==> src/rtl/field_accumulator_pkg.sv <==
// field_acc_pkg: shared definitions for the field accumulator slice.
//   acc_state_t    : controller states IDLE / WAIT_IN / ADD / DONE
//   ACC_STATE_BITS : width of the state encoding
// Field parameters (F_NBITS, F_PRIME, F_ADD_CYCLES) normally come from
// field_arith_defs.v; the guarded fallbacks below keep this slice buildable
// on its own and never override an existing definition.
`ifndef F_NBITS
`define F_NBITS 16
`endif
`ifndef F_PRIME
`define F_PRIME 65521
`endif
`ifndef F_ADD_CYCLES
`define F_ADD_CYCLES 3
`endif

package field_acc_pkg;

  localparam int ACC_STATE_BITS = 2;

  typedef enum logic [ACC_STATE_BITS-1:0] {
    IDLE    = 2'd0,
    WAIT_IN = 2'd1,
    ADD     = 2'd2,
    DONE    = 2'd3
  } acc_state_t;

endpackage

==> src/rtl/field_accumulator_if.sv <==
// field_accumulator_if: input element stream plus held result of the
// field accumulator.
//   in_valid/in_data/in_last/in_ready : element stream (transfer on valid&&ready)
//   out_valid/out_data/out_ready      : accumulated sum, held until taken
//   out_count (FIELD_ACC_COUNT_EN)    : number of elements summed
// Modports: master = stream producer / result consumer, slave = accumulator.
`ifndef F_NBITS
`define F_NBITS 16
`endif

interface field_accumulator_if #(
  parameter int cnt_bits = 16
);

  logic                in_valid;
  logic [`F_NBITS-1:0] in_data;
  logic                in_last;
  logic                in_ready;
  logic                out_valid;
  logic                out_ready;
  logic [`F_NBITS-1:0] out_data;
`ifdef FIELD_ACC_COUNT_EN
  logic [cnt_bits-1:0] out_count;

  modport master (
    output in_valid, in_data, in_last, out_ready,
    input  in_ready, out_valid, out_data, out_count
  );

  modport slave (
    input  in_valid, in_data, in_last, out_ready,
    output in_ready, out_valid, out_data, out_count
  );
`else
  modport master (
    output in_valid, in_data, in_last, out_ready,
    input  in_ready, out_valid, out_data
  );

  modport slave (
    input  in_valid, in_data, in_last, out_ready,
    output in_ready, out_valid, out_data
  );
`endif

endinterface

==> src/rtl/field_adder.sv <==
// field_adder: multi-cycle modular adder, c = (a + b) mod F_PRIME.
//   clk, rst_n      : clock, synchronous active-low reset (clears the busy pipe)
//   en              : one-cycle start strobe; a and b are sampled with it
//   a, b            : canonical field operands
//   c               : result, held from the sampling edge until the next en
//   ready_pulse     : one-cycle strobe marking c valid
// The strobe is high in the F_ADD_CYCLES-th cycle counting the en cycle as
// the first one, so F_ADD_CYCLES must be at least 2.
`ifndef F_NBITS
`define F_NBITS 16
`endif
`ifndef F_PRIME
`define F_PRIME 65521
`endif
`ifndef F_ADD_CYCLES
`define F_ADD_CYCLES 3
`endif

module field_adder (
  input  logic                clk,
  input  logic                rst_n,
  input  logic                en,
  input  logic [`F_NBITS-1:0] a,
  input  logic [`F_NBITS-1:0] b,
  output logic [`F_NBITS-1:0] c,
  output logic                ready_pulse
);

  localparam int             NB    = `F_NBITS;
  localparam int             LAT   = `F_ADD_CYCLES;
  localparam logic [NB:0]    P_EXT = (NB+1)'(`F_PRIME);

  logic [LAT-2:0] busy_p0;
  logic [NB-1:0]  c_p0;

  // Both operands are below the prime, so one conditional subtraction
  // brings the carry-extended sum back into range.
  function automatic logic [NB-1:0] mod_add(input logic [NB-1:0] x,
                                            input logic [NB-1:0] y);
    logic [NB:0] s;
    s = {1'b0, x} + {1'b0, y};
    if (s >= P_EXT) s = s - P_EXT;
    return s[NB-1:0];
  endfunction

  always_ff @(posedge clk) begin
    if (!rst_n) begin
      busy_p0 <= '0;
    end else begin
      busy_p0[0] <= en;
      for (int i = 1; i < LAT - 1; i++) busy_p0[i] <= busy_p0[i-1];
    end
  end

  always_ff @(posedge clk) begin
    if (en) c_p0 <= mod_add(a, b);
  end

  assign c           = c_p0;
  assign ready_pulse = busy_p0[LAT-2];

endmodule

==> src/rtl/field_accumulator.sv <==
// field_accumulator: sums a ready/valid stream of field elements mod F_PRIME
// through one serially reused field_adder (iadd) and presents the sum as a
// held result.
//   clk, rst        : clock, synchronous active-high reset
//   bus (slave)     : in_valid/in_data/in_last/in_ready element stream,
//                     out_valid/out_data/out_ready result hand-off,
//                     out_count when FIELD_ACC_COUNT_EN is defined
// Parameter cnt_bits (>= 2): element counter width; a stream that reaches
// 2^cnt_bits-1 elements without in_last is completed as if it were last.
// Optional feature macro: FIELD_ACC_COUNT_EN (adds bus.out_count).
`ifndef F_NBITS
`define F_NBITS 16
`endif

module field_accumulator
  import field_acc_pkg::*;
#(
  parameter int cnt_bits = 16
) (
  input  logic clk,
  input  logic rst,
  field_accumulator_if.slave bus
);

  localparam int                  NB      = `F_NBITS;
  localparam logic [cnt_bits-1:0] CNT_MAX = '1;
  localparam logic [cnt_bits-1:0] CNT_ONE = {{(cnt_bits-1){1'b0}}, 1'b1};

  acc_state_t          state;
  logic [NB-1:0]       acc;
  logic [NB-1:0]       b_opnd;
  logic [cnt_bits-1:0] counter;
  logic [cnt_bits-1:0] cnt_inc;
  logic                last_pend;
  logic                add_en;
  logic                add_pulse;
  logic [NB-1:0]       add_c;
  logic                in_ready_r;
  logic                out_valid_r;
  logic [NB-1:0]       out_data_r;
`ifdef FIELD_ACC_COUNT_EN
  logic [cnt_bits-1:0] out_count_r;
`endif

  // Reaching the counter ceiling ends the stream instead of wrapping.
  function automatic logic cnt_sat(input logic [cnt_bits-1:0] n);
    return n == CNT_MAX;
  endfunction

  assign cnt_inc = counter + 1'b1;

  field_adder iadd (
    .clk         (clk),
    .rst_n       (~rst),
    .en          (add_en),
    .a           (acc),
    .b           (b_opnd),
    .c           (add_c),
    .ready_pulse (add_pulse)
  );

  // Controller: all handshake outputs are registered from the next state,
  // so in_ready has no combinational path from in_valid. Data registers
  // (acc, b_opnd) are only loaded, never reset.
  always_ff @(posedge clk) begin
    if (rst) begin
      state       <= IDLE;
      counter     <= '0;
      last_pend   <= 1'b0;
      add_en      <= 1'b0;
      in_ready_r  <= 1'b0;
      out_valid_r <= 1'b0;
      out_data_r  <= '0;
`ifdef FIELD_ACC_COUNT_EN
      out_count_r <= '0;
`endif
    end else begin
      add_en <= 1'b0;
      unique case (state)
        IDLE: begin
          in_ready_r <= 1'b1;
          if (bus.in_valid && in_ready_r) begin
            // First element bypasses the adder.
            acc     <= bus.in_data;
            counter <= CNT_ONE;
            if (bus.in_last || cnt_sat(CNT_ONE)) begin
              state       <= DONE;
              in_ready_r  <= 1'b0;
              out_valid_r <= 1'b1;
              out_data_r  <= bus.in_data;
`ifdef FIELD_ACC_COUNT_EN
              out_count_r <= CNT_ONE;
`endif
            end else begin
              state <= WAIT_IN;
            end
          end
        end
        WAIT_IN: begin
          if (bus.in_valid) begin
            b_opnd     <= bus.in_data;
            last_pend  <= bus.in_last;
            add_en     <= 1'b1;
            in_ready_r <= 1'b0;
            state      <= ADD;
          end
        end
        ADD: begin
          if (add_pulse) begin
            acc     <= add_c;
            counter <= cnt_inc;
            if (last_pend || cnt_sat(cnt_inc)) begin
              state       <= DONE;
              out_valid_r <= 1'b1;
              out_data_r  <= add_c;
`ifdef FIELD_ACC_COUNT_EN
              out_count_r <= cnt_inc;
`endif
            end else begin
              state      <= WAIT_IN;
              in_ready_r <= 1'b1;
            end
          end
        end
        DONE: begin
          if (bus.out_ready) begin
            out_valid_r <= 1'b0;
            in_ready_r  <= 1'b1;
            state       <= IDLE;
          end
        end
      endcase
    end
  end

  assign bus.in_ready  = in_ready_r;
  assign bus.out_valid = out_valid_r;
  assign bus.out_data  = out_data_r;
`ifdef FIELD_ACC_COUNT_EN
  assign bus.out_count = out_count_r;
`endif

endmodule
==> src/flat_wrapper.sv <==
// flat-port wrapper written by rule: the top's interface ports become plain ports
module field_accumulator_flat import field_acc_pkg::*;
#(
  parameter int cnt_bits = 16
)
  (clk, rst, bus_in_valid, bus_in_data, bus_in_last, bus_out_ready, bus_in_ready, bus_out_valid, bus_out_data);
  field_accumulator_if #(.cnt_bits(cnt_bits)) bus_i ();
  input  logic clk;
  input  logic rst;
  input wire logic [$bits(bus_i.in_valid)-1:0] bus_in_valid;
  input wire logic [$bits(bus_i.in_data)-1:0] bus_in_data;
  input wire logic [$bits(bus_i.in_last)-1:0] bus_in_last;
  input wire logic [$bits(bus_i.out_ready)-1:0] bus_out_ready;
  output wire logic [$bits(bus_i.in_ready)-1:0] bus_in_ready;
  output wire logic [$bits(bus_i.out_valid)-1:0] bus_out_valid;
  output wire logic [$bits(bus_i.out_data)-1:0] bus_out_data;
  assign bus_i.in_valid = bus_in_valid;
  assign bus_i.in_data = bus_in_data;
  assign bus_i.in_last = bus_in_last;
  assign bus_i.out_ready = bus_out_ready;
  assign bus_in_ready = bus_i.in_ready;
  assign bus_out_valid = bus_i.out_valid;
  assign bus_out_data = bus_i.out_data;
  field_accumulator #(.cnt_bits(cnt_bits)) u_core (.clk(clk), .rst(rst), .bus(bus_i));
endmodule
==> config.mk <==
export PLATFORM = sky130hd
export DESIGN_NAME = field_accumulator_flat
export DESIGN_NICKNAME = d
export VERILOG_FILES = /design/src/rtl/field_accumulator_pkg.sv /design/src/rtl/field_accumulator_if.sv /design/src/rtl/field_adder.sv /design/src/rtl/field_accumulator.sv /design/src/flat_wrapper.sv
export SDC_FILE = /design/constraint.sdc
export NUM_CORES = 1
export LEC_CHECK = 0
export ABC_AREA = 1
export BUFFER_PORTS_ARGS = -buffer_cell sky130_fd_sc_hd__buf_4
export CAP_MARGIN = 20
export CORE_ASPECT_RATIO = 0.7
export CORE_MARGIN = 2
export CORE_UTILIZATION = 30
export DETAILED_ROUTE_END_ITERATION = 8
export HOLD_SLACK_MARGIN = 0.05
export MAX_ROUTING_LAYER = met4
export SLEW_MARGIN = 20
export SYNTH_ARGS = -nofsm -noshare
export SYNTH_HDL_FRONTEND = slang
export SYNTH_SLANG_ARGS = --single-unit
==> constraint.sdc <==
create_clock -name clk -period 4.9 [get_ports clk]
set_input_delay 0.49 -clock clk [delete_from_list [all_inputs] [get_ports clk]]
set_output_delay 0.49 -clock clk [all_outputs]
set_load 0.01 [all_outputs]
# --- After elaboration in Yosys (flattened, before gate mapping) ---
# Index checks and enable logic that the tools add are counted.
totals:
  wordCells: 75
  output_inout_bits: 18
  ff_bits: 88
  inputBits: 21
classes:
  addsub: 3
  muxes: 33
  eq_ne: 11
  order_cmp: 1
  bitwise: 2
  reduce_logical: 14
ops:
  columns: ["op", "n"]
  rows:
  - ["2-to-1 mux 16 bit", 9]
  - ["one-hot mux 16 bit (2 select lines)", 3]
  - ["adder 16 x 16 -> 17 bit", 1]
  - ["greater-or-equal comparator 17 x 16 -> 1 bit (second input constant)", 1]
  - ["adder 16 x 1 -> 16 bit (second input constant)", 1]
  - ["equality test 16 bit (second input constant)", 1]
  - ["subtractor 16 bit (second input constant)", 1]
  - ["2-to-1 mux 1 bit", 12]
  - ["2-to-1 mux 2 bit", 6]
  - ["AND reduction 4 bit", 3]
  - ["!= test 2 bit (second input constant)", 5]
  - ["one-hot mux 2 bit (4 select lines)", 1]
  - ["AND reduction 3 bit", 2]
  - ["AND reduction 6 bit", 1]
  - ["AND reduction 5 bit", 1]
  - ["equality test 2 bit (second input constant)", 2]
  - ["!= test 2 x 1 -> 1 bit (second input constant)", 2]
  - ["one-hot mux 1 bit (4 select lines)", 1]
  - ["one-hot mux 1 bit (3 select lines)", 1]
  - ["nonzero test 3 bit", 1]
  - ["equality test 2 x 1 -> 1 bit (second input constant)", 1]
  - ["zero test 2 bit", 1]
  - ["NOT 1 bit", 2]
  - ["AND reduction 2 bit", 1]
  - ["4 further kinds", 4]

# --- Depth between registers and ports, before layout ---
logic_depth:
  depth_word: 6
  mapped_depth: 17
  ltp_nobuf: 17

# --- Hierarchy ---
# Synthesis repeated with hierarchy kept, for this count alone.
hier_totals:
  cells_unflattened: 772
  hier_area_um2: 5645.4
modules_own_cells:
  columns: ["module", "instances", "area_each_um2", "seq_area_each_um2", "cells_per_inst"]
  rows:
  - ["field_accumulator", 1, 3206.8, 1721.7, 393]
  - ["field_adder", 1, 2438.6, 520.5, 379]

# --- Worst setup path before layout ---
# Ideal clock, no wire load.
synth_path:
  path_kind: "flip-flop to flip-flop"
  start: "reg u_core.b_opnd[0]"
  end: "reg u_core.iadd.c_p0[12], in the netlist u_core.iadd.c[12], data pin"
  path_stages_with_launch: 16
  required_ns: 4.647
  n_path_buf: 1
  setup_slack_ns: 2.416
  setup_time_ns: 0.253
  synth_period_minus_slack_ns: 2.484
  arrival_ns: 2.231
  cell_sequence: "edfxtp_1 -> ha_1 -> fa_1 -> nand2_1 -> nand3_1 -> nand3_1 -> nand2_1 -> nand2_1 -> nand2_1 -> nor2_4 -> nand3_4 -> nor2_4 -> nand3_4 -> buf_2 -> nand4_1 -> nand2_1"
synth_via:
  elab_chain_cells: 3
  word_cells_on_any_way: 4
  cone_classes: "2 x add/sub; 1 x order compare; 1 x mux"
synth_lines:
  columns: ["element", "line_no", "source"]
  rows:
  - ["start: declaration", "field_accumulator.sv:31", "logic [NB-1:0] b_opnd;"]
  - ["start signal: assignment", "field_accumulator.sv:101", "b_opnd <= bus.in_data;"]
  - ["adder 16 x 16 -> 17 bit (*)", "field_adder.sv:41", "s = {1'b0, x} + {1'b0, y};"]
  - ["subtractor 16 bit / greater-or-equal comparator 17 x 16 -> 1 bit (equally long branches)", "field_adder.sv:42", "if (s >= P_EXT) s = s - P_EXT;"]
  - ["2-to-1 mux 16 bit (*)", "field_adder.sv:42", null]
  - ["end signal: assignment", "field_adder.sv:56", "if (en) c_p0 <= mod_add(a, b);"]
  - ["end: declaration", "field_adder.sv:34", "logic [NB-1:0] c_p0;"]
# Mark *: on every way between the ends. The rest lies on a longest branch, timed or not.
# A chain may end at the register's enable or synchronous reset.

# --- Worst setup path after layout ---
layout_path:
  start: "reg u_core.b_opnd[0]"
  end: "reg u_core.iadd.c_p0[15], in the netlist u_core.iadd.c[15], data pin"
# The elaborated chain is that of the path after synthesis.

==> impl_metrics.ini <==
[worst_setup_path]
crit_type = flip-flop to flip-flop
r2r_slack_ns = 1.60
r2r_cells = 12
cp.depth = 12
worstPathCellList = ha_1 -> fa_1 -> nand2_1 -> nand3_1 -> nand3_1 -> nand2_1 -> nand2_1 -> nand2_2 -> a31oi_2 -> nand3_4 -> nand2_1 -> nand2_1
cp.required_ns = 5.00
worstSetupStartpointType = flip-flop
crit_buf_inv = 0
cp_common_cell = nand2_1
reg2reg_from = u_core.b_opnd[0]
slowest_stage = a31oi_2
crit_start = u_core.b_opnd[0]
crit_fanout = 17
end_kind = flip-flop
endpoint = u_core.iadd.c[15]
critPathTopFamily = simple AND/OR/NAND/NOR gates
cp.arrival_ns = 3.40
cp_slowest_stage_delay_ns = 0.74
reg2reg_to = u_core.iadd.c[15]

[power]
p_leak_nw = 2.83
irDropWorstVdd_uv = 292
power_density_nw_per_um2 = 558
power.switching_mw = 1.61
swShare_pct = 44.9
p_int_mw = 1.97
p_seq_share_pct = 30.6
clkPwrFrac_pct = 18.4
combinationalPowerShare_pct = 51.0

[timing]
clock-skew-final_ns = 0.0134
hold_violations = 0
maxSlewHeadroom_pct = 34.2
worstMarginPinSlew_ns = 0.984
fin_crit_ns = 3.30
max_freq_ghz = 0.303
finalWorstSetupSlack_ns = 1.60
fin_crit_sh_pct = 67.4
setup_viol = 0
tns_ns = 0
rsz0062_at_grt = no
final_max_slew_viol_count = 0

[finish]
area_growth_pct = 14.0
seq_area_um2 = 2240
n_fill_cell = 1930
nets = 837
utilization_pct = 35.3
multi_input_area_um2 = 2870
antenna_cells = 0
drive_above_1_share_pct = 17.1
final_cells = 1036

[drt]
dr_wl_met2_mm = 5.64
wl_met1_mm = 7.82
vias = 4990
post-route-drc-count = 0
via_per_inst = 4.82
postRouteAntennaNets = 0
route.met3.wl_mm = 1.05
drt_iter0_markers = 509
top_layer = met4
drtPass1Iterations = 5
post_drt_wl_per_cell_um = 14.2
wl_mm = 14.7

[cts]
cts_buffer_depth = 2
cts_root_buffer = clkbuf_16
insertion_delay_ns = 0.34
hold_buffers = 0
post_cts_buffers = 0
h-tree-depth = 3
cts.sinks = 88
cts_made_buffers = 9
clk_pin_slew_ns = 0.07
cts_tree = done
cts.repair.resized = 0

[synthesis]
synth_top_family_by_area = simple AND/OR/NAND/NOR gates
synthFlopType = edfxtp_1
synth_mux_area_share_pct = 0
synth.net_count = 803
synth_edf_count = 48
synth_area_um2 = 5620
postSynthAreaPerCell_um2 = 7.39
yosys_warnings = 0
synth-compound-area-share_pct = 7.12
netlist_instances = 761
synth_cell_types = 33
synth_fa_ha_area_share_pct = 4.81
ys_seq_area_share_pct = 39.9
synth_xor_area_share_pct = 2.34
synth-seq-cells = 88
synth-simple-area-share_pct = 36.8
async_reset_ff_share_pct = 0

[grt]
grt_pass1_vias = 4563
grt_max_degree = 34
grt_util_all_layers_pct = 15.9
grt_pass1_wl_mm = 24.3
gr-total-overflow = 0
antenna_found_initial = 0

[die]
die_area_um2 = 19900
rows = 41
core_um2 = 18200
die_h_um = 119
start_util_pct = 30.9
fp.dieW_um = 168
ios = 39

[outcome]
status = completed

[placement]
io_buffers = 38
hpwl_mm = 11.2
pre_cts_ws_ns = 1.64
place_congestion = 0.872
placedCellCount = 1020

[flow_run]
cap_violations = 0

[worst_hold_path]
hold_class = input pin to flip-flop
==> sequential cells by signal, indices dropped and copies added, names as in the netlist, 2 cells and up <==
| register | count |
|---|---|
| u_core.iadd.busy_p0 | 2 |
| u_core.b_opnd | 16 |
| u_core.iadd.c | 16 |
| u_core.state | 2 |
| u_core.bus.out_data | 16 |
| u_core.counter | 16 |
| u_core.acc | 16 |
==> through the flow <==
stage | area [µm²] | hold slack (ns) | total power, mW
floorplan | 5620 | 0.388 | 2.42
global placement | 6130 | 0.410 | 2.89
detailed placement | 6130 | 0.401 | 2.91
CTS | 6400 | 0.324 | 3.59
global route | 6410 | 0.317 | 3.90
finish | 6410 | 0.340 | 3.57
==> power by group through the flow <==
stage | Sequential (mW) | Combinational (mW) | Clock [mW]
final | 1.09 | 1.82 | 0.657
after global routing | 1.12 | 2.07 | 0.713
after CTS | 1.10 | 1.81 | 0.680
after detailed placement | 1.11 | 1.80 | 0
after global placement | 1.11 | 1.78 | 0
after floorplan | 1.11 | 1.31 | 0
==> worst min path at each step <==
stage	start	endpoint	slack, ns	cells past startpoint
floorplan	u_core.iadd.busy_p0[0]	u_core.iadd.busy_p0[1]	0.39	2
finish	bus_in_data[0]	u_core.b_opnd[0]	0.34	1
global placement	u_core.iadd.busy_p0[0]	u_core.iadd.busy_p0[1]	0.41	2
global route	bus_in_data[1]	u_core.b_opnd[1]	0.32	1
detailed placement	u_core.iadd.busy_p0[0]	u_core.iadd.busy_p0[1]	0.40	2
CTS	bus_in_data[2]	u_core.b_opnd[2]	0.32	1
==> layer usage <==
layer  GRT usage (%)  vias to the layer above
li1                -                     2527
met4            3.86                        0
met1            24.8                     2280
met3            3.28                       14
met2            20.5                      169
met5               -                        -
==> placed cells by master (no fill, tap or decap), drive strengths merged, types with 4 or more instances in the layout <==
cell      n
xor2     10
nor2     76
dfxtp    40
nand3    60
inv     111
a21oi    43
nand4    31
clkbuf    9
ha       20
nand3b    4
or2      17
xnor2     5
nand2   242
buf      43
o21ai    25
edfxtp   48
==> cell usage after synthesis, types with 4 or more instances <==
| master | count | share of area (%) |
|---|---|---|
| nand2_1 | 211 | 14 |
| inv_1 | 99 | 6.6 |
| nor2_1 | 62 | 4.1 |
| nand3_1 | 53 | 4.7 |
| edfxtp_1 | 48 | 26 |
| a21oi_1 | 42 | 3.7 |
| dfxtp_1 | 40 | 14 |
| nand2_2 | 31 | 3.5 |
| nand4_1 | 31 | 3.5 |
| o21ai_0 | 23 | 2.0 |
| ha_1 | 20 | 4.5 |
| or2_2 | 17 | 1.9 |
| xor2_1 | 10 | 1.6 |
| buf_2 | 8 | 0.71 |
| clkbuf_1 | 8 | 0.53 |
| nor2_2 | 8 | 0.89 |
| inv_2 | 7 | 0.47 |
| nor2_4 | 6 | 1.2 |
| xnor2_1 | 5 | 0.78 |
| nand3_4 | 4 | 1.2 |
| nand3b_1 | 4 | 0.53 |
==> final cells by class <==
type / instances / share of cell area, %
clock buffers: 9 / 3.51
clock inverters: 7 / 0.801
inverters: 106 / 6.21
multi-input cells: 547 / 44.8
flip-flops and latches: 88 / 35.0
well taps: 236 / 4.61
repair buffers: 43 / 5.04
==> logic make-up after synthesis <==
| logic type | Yosys count |
|---|---|
| and+or+nand+nor | 436 |
| DFF | 88 |
| xor gates and xnor gates | 15 |
| buffers and inverters | 126 |
| AOI/OAI and AO/OA | 75 |
| adders and majority gates | 21 |
==> worst reg2reg max path: stages, from the launching register on <==
cell,delay (ns)
edfxtp_1,0.38
ha_1,0.26
fa_1,0.46
nand2_1,0.13
nand3_1,0.09
nand3_1,0.11
nand2_1,0.08
nand2_1,0.12
nand2_2,0.09
a31oi_2,0.74
nand3_4,0.38
nand2_1,0.18
nand2_1,0.07
(Power assumes the default switching activity.)
